**config.mk**
```make
export PLATFORM = sky130hd
export DESIGN_NAME = reg_file_scoreboard
export DESIGN_NICKNAME = d
export VERILOG_FILES = /design/src/rtl/core_types_pkg.sv /design/src/rtl/reg_file_scoreboard_scoreboard.sv /design/src/rtl/reg_file_scoreboard.sv
export SDC_FILE = /design/constraint.sdc
export NUM_CORES = 2
export LEC_CHECK = 0
export BUFFER_PORTS_ARGS = -buffer_cell sky130_fd_sc_hd__buf_2
export CAP_MARGIN = 10
export CELL_PAD_IN_SITES_DETAIL_PLACEMENT = 1
export CELL_PAD_IN_SITES_GLOBAL_PLACEMENT = 1
export CORE_MARGIN = 5
export CORE_UTILIZATION = 40
export DETAILED_ROUTE_END_ITERATION = 16
export PLACE_DENSITY_LB_ADDON = 0.15
export SYNTH_ARGS = -nofsm -noshare
export SYNTH_HDL_FRONTEND = slang
export SYNTH_SLANG_ARGS = --single-unit
```
**constraint.sdc**
```tcl
create_clock -name Clock -period 5.93 [get_ports Clock]
set_input_delay 0.8895 -clock Clock [delete_from_list [all_inputs] [get_ports Clock]]
set_output_delay 0.8895 -clock Clock [all_outputs]
set_load 0.02 [all_outputs]
```
**src/rtl/core_types_pkg.sv**
```systemverilog
// Shared core types: register file geometry and the write-back bundle
// exchanged between the write-back stage and the register file.
package core_types_pkg;

    localparam int NREGS_C = 32;
    localparam int XLEN_C  = 32;
    localparam int AW_C    = 5;

    typedef logic [AW_C-1:0]   reg_idx_t;
    typedef logic [XLEN_C-1:0] xword_t;

    typedef struct packed {
        logic     WregR;
        reg_idx_t rdR;
        xword_t   WdataR;
        logic     Wreg;
        reg_idx_t rd;
        xword_t   Wdata;
    } write_back_out_t;

endpackage

```
**src/rtl/reg_file_scoreboard_scoreboard.sv**
```systemverilog
// Busy-bit scoreboard: tracks registers with an in-flight writer and flags
// decode-stage RAW hazards that the write-back bypass cannot cover.
module scoreboard
    import core_types_pkg::*;
#(
    parameter int NREGS = NREGS_C,
    parameter int AW    = AW_C
) (
    input  logic             Clock,
    input  logic             nReset,
    input  logic             wb_wreg,
    input  logic [AW-1:0]    wb_rd,
    input  logic             issue_valid,
    input  logic             issue_wreg,
    input  logic [AW-1:0]    issue_rd,
    input  logic [AW-1:0]    rs1,
    input  logic [AW-1:0]    rs2,
    input  logic             use_rs1,
    input  logic             use_rs2,
    output logic             stall,
    output logic [NREGS-1:0] busy_vec
);

    logic [NREGS-1:0] busy_q;
    logic [NREGS-1:0] busy_d;
    logic             hazard1;
    logic             hazard2;
    logic             set_en;
    logic             clr_en;

    // A write-back landing this cycle is forwarded, so it never stalls.
    always_comb begin
        hazard1 = use_rs1 && (rs1 != '0) && busy_q[rs1] && !(wb_wreg && (wb_rd == rs1));
        hazard2 = use_rs2 && (rs2 != '0) && busy_q[rs2] && !(wb_wreg && (wb_rd == rs2));
        stall   = hazard1 || hazard2;
    end

    // Clear first, then set: the newly issued writer owns the register.
    always_comb begin
        set_en = issue_valid && issue_wreg && (issue_rd != '0) && !stall;
        clr_en = wb_wreg && (wb_rd != '0);
        busy_d = busy_q;
        if (clr_en) busy_d[wb_rd] = 1'b0;
        if (set_en) busy_d[issue_rd] = 1'b1;
        busy_d[0] = 1'b0;
    end

    always_ff @(posedge Clock or negedge nReset) begin
        if (!nReset) busy_q <= '0;
        else         busy_q <= busy_d;
    end

    assign busy_vec = busy_q;

endmodule

```
**src/rtl/reg_file_scoreboard.sv**
```systemverilog
// Architectural register file with write-through read bypass, plus the
// busy-bit scoreboard that generates the decode stall.
module reg_file_scoreboard
    import core_types_pkg::*;
#(
    parameter int NREGS = NREGS_C,
    parameter int XLEN  = XLEN_C,
    parameter int AW    = AW_C
) (
    input  logic            Clock,
    input  logic            nReset,
    input  write_back_out_t wb_in,
    input  logic [AW-1:0]   rs1,
    input  logic [AW-1:0]   rs2,
    output logic [XLEN-1:0] rdata1,
    output logic [XLEN-1:0] rdata2,
    input  logic            issue_valid,
    input  logic            issue_Wreg,
    input  logic [AW-1:0]   issue_rd,
    input  logic            use_rs1,
    input  logic            use_rs2,
    output logic            stall,
    output logic [NREGS-1:0] busy_vec
);

    logic [XLEN-1:0] regs_q [NREGS];
    logic [XLEN-1:0] regs_d [NREGS];
    logic            unused_wb_fields;

    assign unused_wb_fields = ^{wb_in.WregR, wb_in.rdR, wb_in.WdataR};

    always_comb begin
        for (int i = 0; i < NREGS; i++) regs_d[i] = regs_q[i];
        if (wb_in.Wreg && (wb_in.rd != '0)) regs_d[wb_in.rd] = wb_in.Wdata;
        regs_d[0] = '0;
    end

    always_ff @(posedge Clock or negedge nReset) begin
        if (!nReset) begin
            for (int i = 0; i < NREGS; i++) regs_q[i] <= '0;
        end else begin
            for (int i = 0; i < NREGS; i++) regs_q[i] <= regs_d[i];
        end
    end

    // Reads are gated by nReset so a bypassed write cannot leak out during reset.
    always_comb begin
        rdata1 = '0;
        if (nReset && (rs1 != '0)) begin
            if (wb_in.Wreg && (wb_in.rd == rs1)) rdata1 = wb_in.Wdata;
            else                                 rdata1 = regs_q[rs1];
        end
    end

    always_comb begin
        rdata2 = '0;
        if (nReset && (rs2 != '0)) begin
            if (wb_in.Wreg && (wb_in.rd == rs2)) rdata2 = wb_in.Wdata;
            else                                 rdata2 = regs_q[rs2];
        end
    end

    scoreboard #(
        .NREGS (NREGS),
        .AW    (AW)
    ) u_scoreboard (
        .Clock       (Clock),
        .nReset      (nReset),
        .wb_wreg     (wb_in.Wreg),
        .wb_rd       (wb_in.rd),
        .issue_valid (issue_valid),
        .issue_wreg  (issue_Wreg),
        .issue_rd    (issue_rd),
        .rs1         (rs1),
        .rs2         (rs2),
        .use_rs1     (use_rs1),
        .use_rs2     (use_rs2),
        .stall       (stall),
        .busy_vec    (busy_vec)
    );

endmodule

```
# Yosys cells after proc, flatten, opt, wreduce, memory -nomap -nowiden
# Index checks and enable logic that the tools add are counted.
[totals]
reg_bits = 1023
out_inout_bits = 97
[op_classes]
magnitude_cmp = 10
n_eq_ne = 2
mux = 23
n_bitwise = 6
reduce_logical = 25
[op_table]
columns = ["operator", "n"]
rows = [
  ["bitwise mux 1024 bit", 1],
  ["2-to-1 mux 32 bit", 11],
  ["binary-select mux 32 bit (select 5 bit)", 2],
  ["demux 32 bit (select 5 bit)", 1],
  ["AND 32 bit", 1],
  ["NOT 32 bit", 1],
  ["OR 32 bit", 1],
  ["< comparator 5 x 6 -> 1 bit (second input constant)", 4],
  ["nonzero test 5 bit", 4],
  [">= comparator 6 bit (second input constant)", 3],
  ["NOT 5 -> 6 bit", 3],
  ["logical AND 1 bit", 17],
  ["binary-select mux 1 bit (select 5 bit)", 2],
  ["demux 1 bit (select 5 bit)", 2],
  ["equality test 5 bit", 2],
  [">= comparator 5 x 1 -> 1 bit (second input constant)", 2],
  ["< comparator 6 x 1 -> 1 bit (second input constant)", 1],
  ["2-to-1 mux 1 bit", 4],
  ["zero test 1 bit", 3],
  ["logical OR 1 bit", 1],
]

# Longest topological paths before layout
[depth]
ltp_word = 9
ltp_mapped = 11
depth_no_buf = 6

# By module
# From an unflattened synthesis, not the netlist that was laid out.
[unflattened]
hier_cells = 3927
hier_area_um2 = 56078.8
[by_module_without_submodules]
columns = ["module", "n_inst", "cells_each", "area_per_inst_um2", "seq_area_each_um2"]
rows = [
  ["reg_file_scoreboard", 1, 3697, 53764.1, 24823.8],
  ["scoreboard", 1, 230, 2314.7, 775.7],
]

# Worst setup path after synthesis
# No wires, ideal clock.
[synth_path]
kind = "in2out"
from = "in rs2[0]"
to = "out rdata2[10]"
arrival_time_ns = 2.864
setup_slack_ns = 2.176
cell_stages = 8
n_path_buf = 3
cell_sequence = "buf_4 > buf_6 > buf_2 > mux4_2 > mux4_2 > nor2_1 > a21oi_1 > a22o_1"
[synth_via]
elab_chain_cells = 6
word_cells_on_any_way = 10
[synth_lines]
columns = ["element", "line_no", "rtl"]
rows = [
  ["start, declared", "reg_file_scoreboard.sv:14", "input logic [AW-1:0] rs2,"],
  ["NOT 5 -> 6 bit (not written as such)", "reg_file_scoreboard.sv:59", "else rdata2 = regs_q[rs2];"],
  ["binary-select mux 32 bit (select 5 bit)", "reg_file_scoreboard.sv:59", ""],
  ["2-to-1 mux 32 bit (not written as such) (2 in series)", "reg_file_scoreboard.sv:59", ""],
  ["2-to-1 mux 32 bit", "reg_file_scoreboard.sv:58", "if (wb_in.Wreg && (wb_in.rd == rs2)) rdata2 = wb_in.Wdata;"],
  ["2-to-1 mux 32 bit (*)", "reg_file_scoreboard.sv:57", "if (nReset && (rs2 != '0)) begin"],
  ["end, declared", "reg_file_scoreboard.sv:16", "output logic [XLEN-1:0] rdata2,"],
]
# Every way passes the cells marked *; elsewhere a longest branch is shown, timed or not. The select of a mux whose other input is x is not followed.

# Worst setup path after layout
[layout_path]
from = "in rs2[3]"
to = "out rdata2[8]"
# Same word-level chain as after synthesis.

==> flow_summary.toml <==
[synthesis]
synth_nets = 3865
synthTopCellsByArea = "dfrtp_1 46%, mux2_2 21%, mux4_2 20%, mux2i_1 2.4%, clkbuf_1 1.5%"
synth_top_area_share = 0.459
ys_ff_latch = 1023
synthCells = 3768
ys_seq_area_frac = 0.459
postSynthAreaPerCell_um2 = 14.8
yosys_most_used_dff = "dfrtp_1"
post_synth_instance_area_um2 = 55800
yosys.area.top_type = "dfrtp_1"
yosysWarnings = 0
synth-async-reset-ratio = 1.00
synth-edff-count = 0
ys_types = 52

[power]
p_per_area_nw_per_um2 = 342
ir_worst_vdd_v = 0.000223
p_leak_nw = 27.2

[timing]
fin_crit_ns = 4.71
finalHoldViolations = 0
post-route-period-util = 0.795
fin_ws_ns = 1.22
rsz0062_at_grt = "no"
max_freq_mhz = 212
clock_skew_ns = 0.00922
max_slew.worst_pin.slew_ns = 1.14
slew_viol_final = 0
finalSetupViolations = 0
hold_ws_ns = 0.127
setup-tns-final_ns = 0
relSlewSlack = 0.239

[worst_setup_path]
cp_max_fo = 24
worstSetupEndpoint = "rdata2[8]"
crit_family = "simple AND/OR/NAND/NOR gates"
crit_type = "in2out"
regToRegSetupSlack_ns = 3.49
crit_path_start_kind = "input pin"
slowest_stage = "buf_4"
cp-startpoint = "rs2[3]"
cp.arrival_ns = 3.82
r2r_start = "u_scoreboard.busy_vec[21]$_DFF_PN0_"
cp_cell_sequence = "buf_4 -> xor2_1 -> nor4_1 -> nand3_1 -> nor2_4 -> buf_12 -> nand2_1 -> o21ai_1 -> buf_2"
path_buf_inv = 3
max_stage_delay_ns = 0.53
required_ns = 5.04
r2r-end = "u_scoreboard.busy_vec[12]$_DFF_PN0_"
r2r_cells = 6
worstSetupEndpointType = "output port"
cp.depth = 9

[clocking]
cts_hold_buf = 0
post-cts-setup-buffers = 0
clock_latency_ns = 0.73
postCtsResizedCells = 0
cts_tree = "built"
clock_path_buffers = 3
cts_inserted_buffers = 119
clk_pin_slew_worst_paths_ns = 0.06
htreeDepth = 3
cts.sinks = 1023
cts-root-buf = "clkbuf_16"

[worst_hold_path]
hp-class = "in2async"

[finish]
fill_cells = 13600
layout-drive-gt1-share = 0.531
final_nets = 3835
stdcell_area_um2 = 62600
areaGrowthSynthToFinish_pct = 12.2

[global_route]
track_usage = 0.261
antenna_found_initial = 18
grt_pass1_wl_um = 279000
grt_max_degree = 164
first_global_vias = 38100
grt_overflow_total = 0

[job]
drv_cap = 0

[drt]
routed_via_density = 6.18
detail-route-antenna-nets = 0
drt-initial-drc-count = 2606
drt_wl_total_um = 191000
drc_errors = 0
num_vias = 35400
drtPass1Iterations = 5
post_drt_wl_per_cell_um = 33.5

[placed_design]
dp_hpwl_um = 106000
placed_cell_area_um2 = 58600
gp_congestion = 0.751
port_buffers = 154
preCtsSetupSlack_ns = 1.27

[floorplanning]
start_util = 0.402
rows = 137
die_area_um2 = 147000
die-height_um = 384
die_w_um = 384
boundaryPins = 194
core_um2 = 139000

[status]
status = "finished, final reports clean"
## where the power goes
group          leakage, nW  internal [mW]  switching, mW  total (mW)
clock network         2.00           4.50           3.08        7.58
registers             13.1           8.35          0.987        9.34
logic                 12.1           2.68           1.84        4.51
total                 27.2           15.5           5.91        21.4
## placed cells by master, fill, tap and decap left out, types with 8 or more instances in the layout
cell / count
a222oi_1: 13
o21ai_1: 69
buf_4: 78
nor2_4: 8
nand2b_1: 9
nand2_1: 172
nor3_1: 13
buf_12: 27
mux2i_1: 133
buf_2: 143
nor2_1: 31
diode_2: 8
nand3_1: 8
mux2_1: 34
a21oi_1: 35
clkbuf_1: 27
clkbuf_8: 36
dfrtp_1: 1023
inv_1: 14
a22o_1: 62
a221o_1: 28
a32o_1: 25
o21ai_0: 24
nand2_4: 14
and3_1: 28
clkbuf_16: 122
mux4_2: 507
xor2_1: 8
mux2_2: 1034
clkinv_2: 23
## kinds of logic (layout without fill, tap and decap cells)
kind of cell	Yosys count	count (layout)	synth area share
flops	1023	1023	0.459
other cells	1	9	0.0000672
simple gates	322	322	0.0257
compound gates	279	279	0.0366
buf+inv	425	493	0.0335
xor+xnor	10	10	0.00157
mux	1708	1708	0.444
## worst reg2reg max path, stage by stage (launching register included)
cell and delay (ns):
dfrtp_1 0.42, mux4_2 0.47, mux2_2 0.31, o311a_1 0.33, a32oi_4 0.20, buf_4 0.37, a32o_1 0.26
## per-layer routing
| layer | routed length, µm | vias up | part of all wire | track usage |
|---|---|---|---|---|
| met5 | 91 | - | 0.00048 | 0 |
| met1 | 80100 | 19700 | 0.42 | 0.347 |
| met2 | 95200 | 900 | 0.50 | 0.443 |
| met3 | 9420 | 309 | 0.049 | 0.0375 |
| met4 | 6590 | 12 | 0.034 | 0.0843 |
| li1 | - | 14500 | - | - |
## layout make-up
| cell class | count | area, µm² | area share |
|---|---|---|---|
| antenna | 8 | 20.0 | 0.000320 |
| clock buffer | 185 | 3650 | 0.0583 |
| clock inverter | 34 | 368 | 0.00587 |
| inverter | 19 | 81.3 | 0.00130 |
| multi-input combinational | 2320 | 28600 | 0.457 |
| sequential | 1023 | 25600 | 0.409 |
| tap | 1876 | 2350 | 0.0375 |
| timing repair buffer | 255 | 1940 | 0.0310 |
## cells in the mapped netlist, drive strengths merged (2+ instances only)
cell and count:
nand2 186, a222oi 13, a22o 62, clkbuf 227
inv 19, or3b 2, nor2b 10, mux4 507
nand3 11, xor2 8, or2 2, nand2b 9
nor3 19, a31oi 5, a32o 25, nor2 39
buf 179, mux2 1068, a221o 28, o21ai 93
and3 29, mux2i 133, xnor2 2, dfrtp 1023
nor4 5, a21oi 35, o22ai 3, a221oi 5
nand3b 6
## flip-flops by register name, indices dropped and copies added, names as in the netlist
| signal | flops |
|---|---|
| u_scoreboard.busy_vec | 31 |
| regs_q | 992 |
## per-stage QoR
step                      utilization  std cells  power [mW]
after global routing            0.450       5713        22.4
after detailed placement        0.422       5493        14.0
after global placement          0.421       5492        13.8
final                           0.451       5720        21.4
after CTS                       0.450       5712        21.6
after floorplan                     -       3768        12.6
## worst min-delay path by stage
stage / start / to / slack, ns / cells past startpoint
global placement: regs_q[246]$_DFFE_PN0P_ / regs_q[246]$_DFFE_PN0P_ / 0.49 / 1
detailed placement: regs_q[237]$_DFFE_PN0P_ / regs_q[237]$_DFFE_PN0P_ / 0.50 / 1
CTS: nReset / regs_q[603]$_DFFE_PN0P_ / 0.08 / 1
global route: nReset / regs_q[603]$_DFFE_PN0P_ / 0.14 / 1
finish: nReset / regs_q[603]$_DFFE_PN0P_ / 0.13 / 1
floorplan: regs_q[226]$_DFFE_PN0P_ / regs_q[226]$_DFFE_PN0P_ / 0.47 / 1
No activity file was read; power rests on OpenSTA's default activity.
